$ cat config.mk
export PLATFORM = sky130hd
export DESIGN_NAME = fd_pipe_reg
export DESIGN_NICKNAME = d
export VERILOG_FILES = /design/src/rtl/fd_pipe_reg.sv
export SDC_FILE = /design/constraint.sdc
export NUM_CORES = 1
export LEC_CHECK = 0
export BUFFER_PORTS_ARGS = -buffer_cell sky130_fd_sc_hd__buf_2
export CAP_MARGIN = 25
export CORE_ASPECT_RATIO = 1.25
export CORE_MARGIN = 4
export CORE_UTILIZATION = 35
export CTS_BUF_LIST = sky130_fd_sc_hd__clkbuf_16
export DETAILED_ROUTE_END_ITERATION = 6
export PLACE_DENSITY = 0.71
export SLEW_MARGIN = 5
export SYNTH_ARGS = -nofsm -noshare
export SYNTH_HDL_FRONTEND = slang
export SYNTH_SLANG_ARGS = --single-unit
$ cat constraint.sdc
create_clock -name clk -period 6.9 [get_ports clk]
set_input_delay 1.38 -clock clk [delete_from_list [all_inputs] [get_ports clk]]
set_output_delay 1.38 -clock clk [all_outputs]
set_load 0.03 [all_outputs]
$ cat src/rtl/fd_pipe_reg.sv
// Fetch-to-decode pipeline register with stall/flush control, a saturating
// stall counter and the decode-side field slicing and extender-mode decode.
module fd_pipe_reg (
  input  logic        clk,
  input  logic        reset,
  input  logic [31:0] Instr_F,
  input  logic [31:0] PC_F,
  input  logic        Stall,
  input  logic        Flush,
  output logic [31:0] Instr_D,
  output logic [31:0] PC_D,
  output logic        Valid_D,
  output logic [15:0] Imm16_D,
  output logic [1:0]  EXTOp_D,
  output logic [4:0]  rs_D,
  output logic [4:0]  rt_D,
  output logic [15:0] StallCnt
);

  localparam logic [1:0]  EXT_ZERO  = 2'b00;
  localparam logic [1:0]  EXT_SIGN  = 2'b01;
  localparam logic [1:0]  EXT_LUI   = 2'b10;
  localparam logic [31:0] PC_RESET  = 32'h0000_3000;
  localparam logic [15:0] CNT_MAX   = 16'hFFFF;

  logic [31:0] instr_r;
  logic [31:0] pc_r;
  logic        valid_r;
  logic [15:0] stall_cnt_r;
  logic [1:0]  extop_s;

  // Unlisted opcodes (including the all-zero bubble) fall back to zero-extend.
  function automatic logic [1:0] decode_extop(input logic [5:0] op);
    logic [1:0] mode;
    case (op)
      6'b001101: mode = EXT_ZERO;
      6'b001100: mode = EXT_ZERO;
      6'b001111: mode = EXT_LUI;
      6'b001000: mode = EXT_SIGN;
      6'b100011: mode = EXT_SIGN;
      6'b101011: mode = EXT_SIGN;
      6'b000100: mode = EXT_SIGN;
      default:   mode = EXT_ZERO;
    endcase
    return mode;
  endfunction

  // Pipeline register: flush outranks stall; flush keeps the PC for the bubble.
  always_ff @(posedge clk or posedge reset) begin
    if (reset) begin
      instr_r <= 32'h0000_0000;
      pc_r    <= PC_RESET;
      valid_r <= 1'b0;
    end else if (Flush) begin
      instr_r <= 32'h0000_0000;
      pc_r    <= PC_F;
      valid_r <= 1'b0;
    end else if (!Stall) begin
      instr_r <= Instr_F;
      pc_r    <= PC_F;
      valid_r <= 1'b1;
    end
  end

  // Saturating count of edges where the stage actually held.
  always_ff @(posedge clk or posedge reset) begin
    if (reset) begin
      stall_cnt_r <= 16'h0000;
    end else if (Stall && !Flush && (stall_cnt_r != CNT_MAX)) begin
      stall_cnt_r <= stall_cnt_r + 16'h0001;
    end
  end

  // Extender mode decode straight off the registered instruction.
  always_comb begin
    extop_s = decode_extop(instr_r[31:26]);
  end

  assign Instr_D  = instr_r;
  assign PC_D     = pc_r;
  assign Valid_D  = valid_r;
  assign StallCnt = stall_cnt_r;
  assign EXTOp_D  = extop_s;
  assign Imm16_D  = instr_r[15:0];
  assign rs_D     = instr_r[25:21];
  assign rt_D     = instr_r[20:16];

endmodule
==> results.md <==
- Pwr/cell area: 282 nW/µm²
- Area contributors post-synth: dfrtp_1 (55%), nand2_1 (11%), mux2i_1 (8.9%)
- Largest family of logic cells by synthesized area: simple AND/OR/NAND/NOR gates
- # DRC: 0
- Syn nets: ~420
- Vias in the first global route: approximately 3k
- Die area: roughly 12,000 µm²
- GRT Resource Usage Total: ~14%
- Critical Path Sink Type: primary output
- CTS Buffer Depth: 2
- Avg WL per Cell: around 13 µm
- Commonest cells after routing, fill and taps aside: buf_2 (176), nand2_1 (102), dfrtp_1 (79)
- Vias/cell: between 4 and 5
- Status: complete, no violations
- Synth cell types: 40
- Flops & latches, synth: 81
- Max IR drop VDD: between 100 and 150 µV
- Initial DRT Pass Iterations: 4
- I/O pin total: around 180
- Max Cap Viol: 0
- Post-route insts no fill: around 640
- Core ar.: 10,100 µm²
- Top_reg_cell synth: dfrtp_1
- Share of layout cells above drive strength 1: between 40% and 50%
- Depth of the worst register-to-register path: 5
- Post-CTS resize count: 0
- Hold_buf cts: 0
- Post-synthesis mux area share: slightly above 9%
- Total negative slack: 0 ps
- WL final: 8.30 mm
- Post-synth EDFFs: 0
- CP startpoint kind: flop
- Post-Syn Area per Cell: between 10 and 15 µm²
- Worst path required time: around 5500 ps
- First-pass GRT wire length: roughly 14 mm
- WS Path Type: flop to primary output
- ANT cells: 0
- Clk root buf: clkbuf_16
- Fmax: roughly 330 MHz
- Relative slew margins: a little under three fifths
- Worst path max stage delay: approximately 430 ps
- 1st-iter DRT viols: 63
- Initial antenna violation count: 0
- CP max-delay cell: dfrtp_1
- Grt ovf: 0
- Clk_skew: between 4 and 5 ps
- Post-detail-place hpwl: just over 6 mm
- Die Wd: between 90 and 100 µm
- R2r startpoint: StallCnt[1]$_DFFE_PP0P_
- Adder-cell area share of the yosys netlist: 0.348%
- Final Cycle Share: about 44%
- Top cell type's share of synthesized area: around 55%
- Final hold vios: 0
- Worst-Skew Late Latency: between 300 and 400 ps
- Setup Viol. Count Final: 0
- Most common cell after layout, fill and taps aside: buf_2
- Routability congestion estimate: 0.822
- Std cell rows: just over 40
- Post-synthesis async set-or-reset flop share: 100%
- Starting Density: between 30 and 40%
- RSZ-0062 raised after global routing: false
- DP Cell Count: 618
- R2R Setup Slk: between 5000 and 6000 ps
- Synth Area in Compound Gates: under 10%
- Multi-input logic area: 1290 µm²
- Nets: 570
- Static leakage: about 2.7 nW
- Die Span Y: ~120 µm
- Port Buffers: approximately 180
- CP Max Fanout: 5
- Slew @ Worst Pin: approximately 640 ps
- Critical-path cell list: xnor2_1 -> or4_1 -> a21oi_1 -> buf_2
- Synth Area in Simple Gates: between 20% and 30%
- Final Critical Period: 3030 ps
- DR vias: around 2.9k
- Crit path to: EXTOp_D[0]
- CP startpoint: Instr_D[28]$_DFFE_PP0N_
- Clock transition at path regs: ~60 ps
- CTS buffer count: 9
- Synth area leader: dfrtp_1
- DRT antenna net count: 0
- Yosys warns: 0
- Storage element area: around 2000 µm²
- Cell Area, Synth: between 3000 and 4000 µm²
- Mapped Cells: approximately 350
- # H-tree levels: 3
- Largest net degree at the start of global routing: between 80 and 90
- CTS tree: done
- Fill cells: ~980
- Tightest Hold Check Type: flop to flop
- Slew Limit Fails: 0
- RR Endpoint: StallCnt[14]$_DFFE_PP0P_
- Area Overhead vs Synth: 31.7%
- XOR/XNOR Fraction of Synth Area: under 10%
- Post-synthesis sequential area ratio: between 50% and 60%
- Hold_sp: PC_D[22]$_DFFE_PP0N_
- Setup bufs post-CTS: 0
- Data arrival, critical path: 1650 ps
- Clock sink total: 81
- Final Core Density: around 47%
logic make-up after synthesis:
group | Yosys count
AND/OR/NAND/NOR | 168
flip-flops | 81
buffers and inverters | 47
multiplexers | 33
XOR/XNOR | 12
AO/OA/AOI/OAI | 10
adder cells (fa/ha/maj) | 1
synth_stat cells (2+ instances only):
| cell type | count |
|---|---|
| clkbuf_1 | 10 |
| or4_1 | 2 |
| nand4b_1 | 2 |
| xnor2_1 | 4 |
| buf_4 | 26 |
| inv_1 | 4 |
| nor2_1 | 36 |
| nand3_1 | 4 |
| nand4_1 | 2 |
| nand4_2 | 2 |
| nor3_1 | 3 |
| dfrtp_1 | 79 |
| buf_2 | 7 |
| xor2_1 | 8 |
| a21oi_1 | 4 |
| nand2_1 | 102 |
| mux2i_1 | 32 |
| dfstp_2 | 2 |
| and4b_1 | 2 |
through the flow:
step	setup WS (ps)	cell area, µm²	power [mW]	hold slack [ps]
after floorplan	3440	3600	0.773	514
after detailed placement	3640	4410	0.867	452
final	3870	4740	1.33	456
after global routing	3800	4740	1.41	476
after global placement	3500	4400	0.858	444
after CTS	3840	4720	1.36	463
registers in the layout (all words and copies together), names as in the netlist:
| register | count |
|---|---|
| Valid_D | 1 |
| Instr_D | 32 |
| PC_D | 32 |
| StallCnt | 16 |
cell type report:
| type | count | area share [%] |
|---|---|---|
| inverters | 4 | 0.343 |
| clock buffers | 9 | 4.75 |
| flip-flops and latches | 81 | 42.8 |
| clock inverters | 7 | 1.66 |
| repair buffers | 181 | 19.8 |
| well taps | 129 | 3.41 |
| multi-input cells | 224 | 27.2 |
metal layers:
| metal | vias to the layer above | wire, µm | share of wire [%] | GRT usage [%] |
|---|---|---|---|---|
| li1 | 1417 | - | - | - |
| met1 | 1322 | 3440 | 41 | 16.5 |
| met2 | 113 | 4040 | 49 | 24.1 |
| met3 | 7 | 732 | 8.8 | 4.54 |
| met4 | 0 | 82 | 0.99 | 4.87 |
| met5 | - | 0 | 0 | 0 |
how the worst min path moves through the flow:
stage | slack, ps | to | cells past startpoint
2_1_floorplan | 510 | PC_D[12]$_DFFE_PP1N_ | 2
3_3_place_gp | 440 | PC_D[13]$_DFFE_PP1N_ | 2
3_5_place_dp | 450 | PC_D[22]$_DFFE_PP0N_ | 2
4_1_cts | 460 | PC_D[22]$_DFFE_PP0N_ | 2
5_1_grt | 480 | PC_D[13]$_DFFE_PP1N_ | 2
6_report | 460 | PC_D[22]$_DFFE_PP0N_ | 2
worst max-delay path, delay by kind of cell, from the launching register on:
kind                      cells  cell delay (ps)
buffers and inverters         1              220
AOI/OAI and AO/OA             1              160
xor gates and xnor gates      1              130
and+or+nand+nor               1              390
DFF                           1              430
where the power goes:
| part | total (mW) | switching (mW) | internal, mW |
|---|---|---|---|
| clock | 0.479 | 0.169 | 0.310 |
| sequential | 0.567 | 0.0450 | 0.522 |
| combinational | 0.288 | 0.198 | 0.0901 |
Power figures use the tool's default switching activity.
